[config.mk]
export PLATFORM = sky130hd
export DESIGN_NAME = mem_access_unit
export DESIGN_NICKNAME = d
export VERILOG_FILES = /design/src/rtl/mem_access_pkg.sv /design/src/rtl/mem_lane_unit.sv /design/src/rtl/mem_access_unit.sv
export SDC_FILE = /design/constraint.sdc
export NUM_CORES = 1
export LEC_CHECK = 0
export ABC_AREA = 0
export BUFFER_PORTS_ARGS = -buffer_cell sky130_fd_sc_hd__buf_2
export CORE_MARGIN = 2
export CORE_UTILIZATION = 50
export CTS_BUF_LIST = sky130_fd_sc_hd__clkbuf_4 sky130_fd_sc_hd__clkbuf_8
export DETAILED_ROUTE_END_ITERATION = 10
export GPL_TIMING_DRIVEN = 0
export PLACE_DENSITY = 0.8
export SKIP_CTS_REPAIR_TIMING = 1
export SYNTH_ARGS = -nofsm -noshare
export SYNTH_HDL_FRONTEND = slang
export SYNTH_HIERARCHICAL = 1
export SYNTH_SLANG_ARGS = --single-unit
[constraint.sdc]
create_clock -name clk -period 4.7 [get_ports clk]
set_input_delay 0.235 -clock clk [delete_from_list [all_inputs] [get_ports clk]]
set_output_delay 0.235 -clock clk [all_outputs]
set_load 0.005 [all_outputs]
[src/rtl/mem_access_pkg.sv]
// Shared types for the data-memory access unit.
// FSM state encoding, access-size codes and the alignment helper.
package mem_access_pkg;

  typedef enum logic [2:0] {
    IDLE,
    READ,
    LOAD_RSP,
    STORE,
    MERGE_STORE,
    ERROR
  } state_t;

  localparam logic [1:0] SIZE_BYTE = 2'b00;
  localparam logic [1:0] SIZE_HALF = 2'b01;
  localparam logic [1:0] SIZE_WORD = 2'b10;

  // Size 2'b11 is treated as a word access.
  function automatic logic misaligned(
    input logic [1:0] size,
    input logic [1:0] off
  );
    logic m;
    m = 1'b0;
    unique case (size)
      SIZE_BYTE: m = 1'b0;
      SIZE_HALF: m = off[0];
      default:   m = |off;
    endcase
    return m;
  endfunction

endpackage

[src/rtl/mem_lane_unit.sv]
// Byte-lane logic: load extraction/extension and sub-word store merge.
// Purely combinational; fixed 4-byte little-endian lanes.
module mem_lane_unit
  import mem_access_pkg::*;
(
  input  logic [1:0]  size,
  input  logic        uns,
  input  logic [1:0]  off,
  input  logic [31:0] rdata,
  input  logic [15:0] wdata,
  output logic [31:0] ldata,
  output logic [31:0] mdata
);

  logic [7:0]  b;
  logic [15:0] h;

  always_comb begin
    b = rdata[7:0];
    unique case (off)
      2'd0: b = rdata[7:0];
      2'd1: b = rdata[15:8];
      2'd2: b = rdata[23:16];
      2'd3: b = rdata[31:24];
    endcase
    h = off[1] ? rdata[31:16] : rdata[15:0];
  end

  always_comb begin
    ldata = rdata;
    unique case (size)
      SIZE_BYTE: ldata = {{24{b[7] & ~uns}}, b};
      SIZE_HALF: ldata = {{16{h[15] & ~uns}}, h};
      SIZE_WORD: ldata = rdata;
      default:   ldata = rdata;
    endcase
  end

  // Only sub-word stores reach the merge path; words pass rdata.
  always_comb begin
    mdata = rdata;
    unique case (size)
      SIZE_BYTE: begin
        unique case (off)
          2'd0: mdata[7:0]   = wdata[7:0];
          2'd1: mdata[15:8]  = wdata[7:0];
          2'd2: mdata[23:16] = wdata[7:0];
          2'd3: mdata[31:24] = wdata[7:0];
        endcase
      end
      SIZE_HALF: begin
        if (off[1]) mdata[31:16] = wdata;
        else        mdata[15:0]  = wdata;
      end
      default: mdata = rdata;
    endcase
  end

endmodule

[src/rtl/mem_access_unit.sv]
// Load/store initiator for the word-wide DataMemory (RMW sub-word stores).
// Optional MEM_MISALIGN_CHECK_EN: misaligned half/word requests -> ERROR.
module mem_access_unit
  import mem_access_pkg::*;
#(
  parameter int ADDR_WIDTH = 8,
  parameter int DATA_WIDTH = 32
) (
  input  logic                  clk,
  input  logic                  rst,
  input  logic                  reqValid,
  output logic                  reqReady,
  input  logic                  reqWrite,
  input  logic [1:0]            reqSize,
  input  logic                  reqUnsigned,
  input  logic [ADDR_WIDTH+1:0] reqAddr,
  input  logic [DATA_WIDTH-1:0] reqWData,
  output logic                  rspValid,
  output logic [DATA_WIDTH-1:0] rspRData,
  output logic                  rspError,
  output logic                  memRead,
  output logic                  memWrite,
  output logic [ADDR_WIDTH-1:0] memAddr,
  output logic [DATA_WIDTH-1:0] memWData,
  input  logic [DATA_WIDTH-1:0] memRData
);

  state_t state, state_d;

  logic                  wr_q;
  logic [1:0]            size_q;
  logic                  uns_q;
  logic [ADDR_WIDTH+1:0] addr_q;
  logic [DATA_WIDTH-1:0] wdata_q;

  logic        accept;
  logic        mis;
  logic [31:0] ldata;
  logic [31:0] mdata;

  assign accept  = reqValid && (state == IDLE);
  assign memAddr = addr_q[ADDR_WIDTH+1:2];

`ifdef MEM_MISALIGN_CHECK_EN
  assign mis      = misaligned(reqSize, reqAddr[1:0]);
  assign rspError = (state == ERROR) && !rst;
`else
  assign mis      = 1'b0;
  assign rspError = 1'b0;
`endif

  mem_lane_unit u_lane (
    .size  (size_q),
    .uns   (uns_q),
    .off   (addr_q[1:0]),
    .rdata (memRData),
    .wdata (wdata_q[15:0]),
    .ldata (ldata),
    .mdata (mdata)
  );

  always_ff @(posedge clk) begin
    if (rst) begin
      state   <= IDLE;
      wr_q    <= 1'b0;
      size_q  <= SIZE_BYTE;
      uns_q   <= 1'b0;
      addr_q  <= '0;
      wdata_q <= '0;
    end else begin
      state <= state_d;
      if (accept) begin
        wr_q    <= reqWrite;
        size_q  <= reqSize;
        uns_q   <= reqUnsigned;
        addr_q  <= reqAddr;
        wdata_q <= reqWData;
      end
    end
  end

  always_comb begin
    state_d = state;
    unique case (state)
      IDLE: begin
        if (reqValid) begin
          if (mis)
            state_d = ERROR;
          else if (reqWrite && reqSize[1])
            state_d = STORE;
          else
            state_d = READ;
        end
      end
      READ:        state_d = wr_q ? MERGE_STORE : LOAD_RSP;
      LOAD_RSP:    state_d = IDLE;
      STORE:       state_d = IDLE;
      MERGE_STORE: state_d = IDLE;
      ERROR:       state_d = IDLE;
      default:     state_d = IDLE;
    endcase
  end

  // Strobes and responses are masked by rst so a reset cycle is inert.
  always_comb begin
    reqReady = (state == IDLE);
    memRead  = 1'b0;
    memWrite = 1'b0;
    memWData = '0;
    rspValid = 1'b0;
    rspRData = '0;
    unique case (state)
      READ: memRead = !rst;
      LOAD_RSP: begin
        rspValid = !rst;
        rspRData = ldata;
      end
      STORE: begin
        memWrite = !rst;
        memWData = wdata_q;
        rspValid = !rst;
      end
      MERGE_STORE: begin
        memWrite = !rst;
        memWData = mdata;
        rspValid = !rst;
      end
      ERROR:   rspValid = !rst;
      default: ;
    endcase
  end

endmodule
After elaboration in Yosys (flattened, before gate mapping)
Index checks and enable logic that the tools add are counted.
Widths: inputs -> output; s select.
{"block": "op_classes", "eq_ne": 10, "n_bitwise": 3, "n_mux": 19, "reduce_logical": 8}
{"cell": "$pmux 32 s2", "n": 3}
{"cell": "$mux 16", "n": 3}
{"cell": "$mux 32", "n": 1}
{"cell": "$mux 8", "n": 4}
{"cell": "$pmux 8 s4", "n": 1}
{"cell": "$eq 3x2->1 const B", "n": 2}
{"cell": "$eq 3x3->1 const B", "n": 2}
{"cell": "$mux 3", "n": 2}
{"cell": "$pmux 3 s2", "n": 1}
{"cell": "$eq 2x1->1 const B", "n": 2}
{"cell": "$eq 2x2->1 const B", "n": 2}
{"cell": "$logic_not 2->1", "n": 2}
{"cell": "$reduce_or 4->1", "n": 1}
{"cell": "$eq 3x1->1 const B", "n": 1}
{"cell": "$logic_not 3->1", "n": 1}
{"cell": "$mux 1", "n": 3}
{"cell": "$and 1x1->1", "n": 2}
{"cell": "$logic_and 1x1->1", "n": 2}
{"cell": "$mux 2", "n": 1}
{"cell": "$ne 2x2->1 const B", "n": 1}
{"cell": "$reduce_or 2->1", "n": 1}
{"cell": "$logic_not 1->1", "n": 1}
{"cell": "$not 1->1", "n": 1}
{"block": "totals", "output_inout_bits": 77, "ff_bits": 49, "wordCells": 46, "input_bits": 81}

Depth between registers and ports, before layout
Gate-level depths: netlist (run 1).
{"block": "depth", "ltp_word": 5, "ltp_mapped": 7, "ltp_nobuf": 4}

Modules after synthesis
Netlist (run 1), hierarchy kept.
{"mod": "mem_access_unit", "seq_area_each_um2": 980.9, "area_per_inst_um2": 2861.5, "n_inst": 1, "cells_each": 303}
{"mod": "mem_lane_unit", "seq_area_each_um2": 0.0, "area_per_inst_um2": 1562.7, "n_inst": 1, "cells_each": 235}

Worst setup path before layout (run 1)
OpenSTA, ideal clock, no wires.
{"block": "synth_timing", "path_type": "register to output", "from": "register addr_q[1]", "to": "output memWData[10]", "stages_incl_launch_ff": 7, "required_time_ns": 4.465, "path_slack_ns": 2.864, "n_path_buf": 2, "t_arrival_ns": 1.601, "cell_sequence": "dfxtp_1 -> buf_6 -> or3b_2 -> buf_2 -> o22a_1 -> o221a_2 -> a22o_1"}
{"block": "synth_via", "elab_chain_cells": 4, "word_cells_on_any_way": 5, "cone_classes": "eq/ne: 1; mux: 4"}
{"item": "start, declared", "line": "mem_access_unit.sv:33", "text": "logic [ADDR_WIDTH+1:0] addr_q;"}
{"item": "start signal, assigned", "line": "mem_access_unit.sv:76", "text": "addr_q <= reqAddr;"}
{"item": "$eq 2x1->1", "line": "mem_lane_unit.sv:44", "text": "unique case (off)"}
{"item": "$mux 8", "line": "mem_lane_unit.sv:44"}
{"item": "$pmux 32 s2 (*)", "line": "mem_lane_unit.sv:42", "text": "unique case (size)"}
{"item": "net mdata[10]", "line": "mem_access_unit.sv:39", "text": "logic [31:0] mdata;"}
{"item": "$pmux 32 s2 (*)", "line": "mem_access_unit.sv:112", "text": "unique case (state)"}
{"item": "end, declared", "line": "mem_access_unit.sv:24", "text": "output logic [DATA_WIDTH-1:0] memWData,"}
Mark *: on every way through the listed nets, which the timed path passes. The rest lies on a longest branch.

Final worst setup path (run 1)
{"block": "layout_timing", "from": "register size_q[0]", "to": "output memWData[15]"}
{"block": "layout_via", "elab_chain_cells": 3, "word_cells_on_any_way": 4, "cone_classes": "eq/ne: 1; mux: 2; reduce/logical: 1"}
{"item": "start, declared", "line": "mem_access_unit.sv:31", "text": "logic [1:0] size_q;"}
{"item": "start signal, assigned", "line": "mem_access_unit.sv:74", "text": "size_q <= reqSize;"}
{"item": "$eq 2x1->1 / $logic_not 2->1 (equally long branches)", "line": "mem_lane_unit.sv:42"}
{"item": "$pmux 32 s2 (*)", "line": "mem_lane_unit.sv:42"}
{"item": "net mdata[15]", "line": "mem_access_unit.sv:39"}
{"item": "$pmux 32 s2 (*)", "line": "mem_access_unit.sv:112"}
Marked as above.

==> metrics.csv, run 1 <==
stage;metric;value;unit
worst_hold_path;hold_depth;3;
clock_network;cts_buffers;5;
sta;min_period_over_period;55.22;%
sta;layout_min_cycle_time;2.595;ns
setup_path;r2r.worst_path.cells;5;
setup_path;worstSetupPathType;reg -> out;
sta;drv_slew;0;
setup_path;max_stage_delay;0.42;ns
worst_hold_path;min_to;wdata_q[22];
floorplan;initial_utilization;51.23;%
yosys;synth_common_cells;94 x nand2b_1, 49 x dfxtp_1, 47 x mux2i_1;
sta;fmax;0.3853;GHz
sta;setup_tns;0;ns
worst_hold_path;worstHoldPathType;in -> reg;
sta;clock_skew;0.01377;ns
setup_path;cp-end-kind;output pin;
floorplan;rows;34;
sta;tightestPinTransition;0.8871;ns
yosys;synth_ff_type;dfxtp_1;
cells_and_area;utilization;63.08;%
power;irDropWorstVdd;0.1558;mV
setup_path;critPathMaxFanout;10;
global_route;grt_use_total;30.56;%
yosys;seq_area_frac_synth;22.17;%
power;p_leak;0.002537;uW
yosys;ys_seq_elements;49;
yosys;synth_edf_count;0;
placed_design;routabilityCongestion;0.9993;
worst_hold_path;hp-start;reqWData[22];
setup_path;crit_family;buffers and inverters;
yosys;syn_nets;619;
floorplan;ioPinCount;158;
yosys;synth.most_common_cell;nand2b_1;
placed_design;port_buffers;155;
yosys;ys_top_cells_by_area;dfxtp_1 22%, nand2b_1 13%, mux2i_1 11%;
yosys;synthesis.area;0.004424;mm^2
setup_path;cpMaxStageDelayCell;clkbuf_1;
power;internal_power;819.2;uW
setup_path;cp.arrival;2.36;ns
yosys;ys_warn_count;6;
clock_network;root_buffer;clkbuf_8;
power;p_comb_share;35.6;%
floorplan;die_area;0.009617;mm^2
detailed_routing;avgViaCountPerCell;5.824;
flow_run;cap_violations;0;
power;switchingPower;405.0;uW
setup_path;cp.required;4.47;ns
clock_network;h-tree-depth;2;
yosys;yosysUniqueCellTypes;45;
cells_and_area;diodes;0;
setup_path;r2r-start;state[0];
clock_network;clk_pin_slew_worst_paths;0.10;ns
yosys;synth_top_area_share;22.17;%
detailed_routing;drt_first_pass_iters;5;
yosys;yosysTopAreaCell;dfxtp_1;
detailed_routing;drc;0;
clock_network;clock_latency;0.31;ns
sta;rsz0062_at_grt;false;
global_route;grt_pass1_vias;4530;
power;power_density;224.7;mW/mm^2
cells_and_area;synthToLayoutAreaGrowth;23.13;%
power;power_frac_seq;39.2;%
detailed_routing;postRouteAntennaNets;0;
run_status;status;completed;
floorplan;die_h;98.07;um
floorplan;core_area;0.008636;mm^2
floorplan;die_w;98.07;um
detailed_routing;route.vias.total;4712;
yosys;syn_avg_cell_area;8.224;um^2
detailed_routing;drt_iter0_markers;336;
yosys;synthArstFlopShare;0;%
global_route;grt_start_max_net_pins;17;
sta;setup_viol;0;
global_route;grt_pass1_wl;23.62;mm
global_route;antenna_found_initial;0;
setup_path;cp_cell_sequence;buf_2, clkbuf_1, clkbuf_1, o21ai_0, o221a_2, a22o_1, buf_2;
setup_path;rrSetupSlack;3.21;ns
setup_path;reg2reg_to;wdata_q[0];
global_route;grt_overflow;0;
setup_path;worst_setup_path_start_kind;flop;
detailed_routing;finalWirelength;14.92;mm
sta;slew_headroom;40.73;%
clock_network;cts.sinks;49;
detailed_routing;wl_per_cell;18.45;um
cells_and_area;fin_nets;781;
cells_and_area;drive_above_1_share;33.52;%
sta;hold_viol;0;
setup_path;cp_num_buf_inv;4;
power;clock_power_share;25.2;%
clock_network;cts_tree;done;
clock_network;cts_max_path_buffers;2;
placed_design;dpl.hpwl;11.60;mm
yosys;syn-instance-count;538;
power;sw_frac_of_total;33.08;%
flip-flops by register name, summed over array words and instances, names as in the netlist:
name,count
state,3
uns_q,1
wr_q,1
size_q,2
addr_q,10
wdata_q,32
stage by stage:
step                      total power [uW]  setup WS, ns  cell area (um^2)  instances  hold WS [ns]
final                                 1224         2.105              5448        809        0.1659
after global routing                  1291         1.977              5448        809        0.1684
after CTS                             1224         2.152              5448        809        0.1676
after detailed placement             918.0         2.500              5335        801        0.4614
after global placement               906.9         2.465              5335        801        0.4585
after floorplan                      767.3         2.864              4424        538        0.3903
cell usage in the layout, fill, tap and decap left out, drive strengths merged, types with 14 or more instances in the layout:
cell | synthesis | final
buf | 38 | 193
nand2b | 94 | 94
dfxtp | 49 | 49
mux2i | 47 | 47
and2 | 34 | 34
a22o | 32 | 32
clkbuf | 27 | 32
o21ai | 30 | 30
nand2 | 24 | 24
mux2 | 17 | 17
o22a | 16 | 16
o221a | 16 | 16
nand3 | 14 | 14
power groups by stage:
stage / Clock, uW / Combinational (uW) / Sequential, uW
floorplan: 0 / 293 / 474
global placement: 0 / 421 / 486
detailed placement: 0 / 430 / 488
CTS: 314 / 431 / 478
global route: 333 / 475 / 483
finish: 308 / 436 / 480
metal layers:
| metal | share of wire (%) | vias to the layer above | GRT usage [%] |
|---|---|---|---|
| li1 | - | 2234 | - |
| met1 | 43 | 2206 | 41.24 |
| met2 | 46 | 243 | 49.00 |
| met3 | 8.6 | 29 | 5.082 |
| met4 | 2.6 | 0 | 11.75 |
| met5 | 0 | - | 0 |
kinds of logic after synthesis:
| kind of cell | Yosys count | share of synthesized area, % |
|---|---|---|
| simple gates | 227 | 31.34 |
| compound gates | 121 | 21.66 |
| other cells | 1 | 0.08476 |
| buf+inv | 74 | 9.078 |
| flops | 49 | 22.17 |
| xor+xnor | 1 | 0.1980 |
| mux | 65 | 15.47 |
how the worst max path moves through the flow:
stage	startpoint	endpoint	slack (ns)	cells after the start
finish	size_q[0]	memWData[15]	2.10	7
global route	size_q[0]	memWData[30]	1.98	7
CTS	addr_q[0]	memWData[25]	2.15	6
detailed placement	size_q[0]	memWData[28]	2.50	7
global placement	size_q[0]	memWData[28]	2.46	7
floorplan	addr_q[1]	memWData[10]	2.86	6
layout make-up:
cell class,instances,area [um^2]
Fill cell,769,3188
Multi-Input combinational cell,415,3042
Sequential cell,49,980.9
Timing Repair Buffer,155,775.7
Buffer,65,367.9
Tap cell,108,135.1
Clock buffer,5,68.82
Clock inverter,3,43.79
Inverter,9,33.78
worst reg2reg max path, delay by kind of cell, from the launching register on:
kind	cells	cell delay, ns
simple gates	1	0.33
mux	1	0.20
flops	1	0.31
buf+inv	3	0.58
(Power assumes the default switching activity.)
==> run 2, diff against run 1 <==
clock period = 2.49 ns   (was 4.7 ns; I/O delays follow)
==> run 2 against run 1 <==
Compared with the run above: power is 89% higher; clock power increased by 91%; non-clock buffer count grew 1; critical path type unchanged; count of clock-buffer cells in the layout unchanged; combinational power rose by 89%; critical path depth is 1 higher; sequential power increased by 89%; highest routed layer unchanged; sequential share of layout area is 0.066 points lower; critical endpoint is now memWData[31]; core utilization up 0.23 points; clock skew barely moved.
==> metrics.csv, run 2 (same netlist as run 1, synthesis figures left out) <==
stage;metric;value;unit
run_status;status;completed;
placed_design;port_buffers;155;
placed_design;dpl.cell_count;801;
detailed_routing;avgViaCountPerCell;5.827;
floorplan;die_w;98.07;um
sta;hold_viol;0;
setup_path;crit_start;addr_q[1];
clock_network;cts.sinks;49;
floorplan;rows;34;
power;p_comb_share;35.6;%
cells_and_area;final_cell_mix;167 x buf_2, 94 x nand2b_1, 49 x dfxtp_1, 47 x mux2i_1, 34 x and2_1;
floorplan;die_h;98.07;um
worst_hold_path;worstHoldPathType;in -> reg;
detailed_routing;finalWirelength;14.99;mm
setup_path;worstSetupPathType;reg -> out;
global_route;antenna_found_initial;0;
setup_path;worst_setup_path_start_kind;flop;
detailed_routing;met3WireLength;1.282;mm
power;clock_power_share;25.3;%
power;p_leak;0.002563;uW
sta;finalWorstSetupSlack;0.08856;ns
cells_and_area;largest_register;wdata_q;
floorplan;core_area;0.008636;mm^2
cells_and_area;drive_above_1_share;34.62;%
global_route;grt_start_max_net_pins;17;
power;power_frac_seq;39.1;%
detailed_routing;highest_layer;met4;
floorplan;initial_utilization;51.23;%
detailed_routing;drc;0;
sta;tightestPinTransition;0.5461;ns
cells_and_area;diodes;0;
worst_hold_path;hp-start;reqWData[22];
floorplan;ioPinCount;158;
cells_and_area;fin_cells;810;
cells_and_area;synthToLayoutAreaGrowth;23.59;%
detailed_routing;drt_first_pass_iters;5;
power;internal_power;1548;uW
clock_network;h-tree-depth;2;
setup_path;cp.required;2.37;ns
clock_network;cts_tree;done;
detailed_routing;wl_met2;6.937;mm
sta;drv_slew;0;
global_route;grt_use_total;30.56;%
placed_design;dpl.hpwl;11.60;mm
power;switchingPower;770.3;uW
sta;rsz0062_at_grt;true;
cells_and_area;largest_reg_flops;32;
setup_path;cp.arrival;2.28;ns
detailed_routing;drt_iter0_markers;330;
sta;hold_slack;0.05259;ns
sta;layout_min_cycle_time;2.401;ns
cells_and_area;final_common_cell;buf_2;
clock_network;root_buffer;clkbuf_8;
power;irDropWorstVdd;0.2941;mV
detailed_routing;wl_per_cell;18.50;um
clock_network;clk_pin_slew_worst_paths;0.10;ns
sta;slew_headroom;63.59;%
global_route;grt_pass1_wl;23.62;mm
cells_and_area;fin_nets;782;
global_route;grt_overflow;0;
placed_design;routabilityCongestion;0.9993;
sta;clock_skew;0.01350;ns
clock_network;clock_latency;0.31;ns
flow_run;cap_violations;0;
detailed_routing;wl_met1;6.419;mm
clock_network;cts_max_path_buffers;2;
sta;setup_viol;0;
placed_design;post-place-ws;0.4005;ns
setup_path;r2r-start;state[0];
detailed_routing;route.vias.total;4720;
power;power_density;424.1;mW/mm^2
detailed_routing;postRouteAntennaNets;0;
sta;fmax;0.4164;GHz
global_route;grt_pass1_vias;4530;
floorplan;die_area;0.009617;mm^2
cells_and_area;largestRegisters;wdata_q (32), addr_q (10), state (3);
setup_path;cp-end-kind;output pin;
sta;min_period_over_period;96.44;%
clock_network;cts_buffers;5;
power;total_power;2319;uW
power;sw_frac_of_total;33.22;%
setup_path;critPathMaxFanout;10;
==> run 2: changes by cell type in the layout (fill, tap and decap cells not counted), sizes merged <==
cell  previous run  this run
buf            193       194
==> run 2: layout make-up <==
class,count,area [um^2]
Timing Repair Buffer,156,783.3
Buffer,65,375.4
Fill cell,771,3168
Sequential cell,49,980.9
Clock buffer,5,68.82
Inverter,9,33.78
Clock inverter,3,43.79
Multi-Input combinational cell,415,3047
Tap cell,108,135.1
==> run 2: metrics by stage <==
| stage | instance area (um^2) | setup TNS (ns) | utilization, % |
|---|---|---|---|
| detailed placement | 5335 | 0 | 61.78 |
| floorplan | 4424 | 0 | - |
| global placement | 5335 | 0 | 61.78 |
| CTS | 5448 | 0 | 63.08 |
| global route | 5468 | -0.02844 | 63.32 |
| finish | 5468 | 0 | 63.32 |
==> run 2: layer usage <==
layer  up-vias  global-route usage, %
li1       2231                      -
met1      2208                  41.24
met2       250                  49.00
met3        31                  5.082
met4         0                  11.75
met5         -                      0
==> run 2: final timing paths <==
path	slack, ns	to	cells after the start
worst min register to register	0.48	wdata_q[18]	2
worst min-delay path	0.05	wdata_q[22]	3
worst max-delay path	0.09	memWData[31]	8
worst max register to register	0.99	wdata_q[20]	5
==> run 2: worst max-delay path, stage by stage (launching register included) <==
cell,delay [ns]
dfxtp_1,0.35
buf_6,0.15
buf_2,0.23
clkbuf_1,0.42
nor2_1,0.09
o21ai_0,0.23
o221a_2,0.24
a22o_1,0.15
buf_2,0.11
==> run 2: power by group through the flow <==
stage / clock, uW / combinational, uW / sequential [uW]
after global placement: 0 / 795 / 917
final: 587 / 825 / 906
after detailed placement: 0 / 812 / 921
after global routing: 629 / 899 / 911
after floorplan: 0 / 554 / 894
after CTS: 593 / 814 / 903
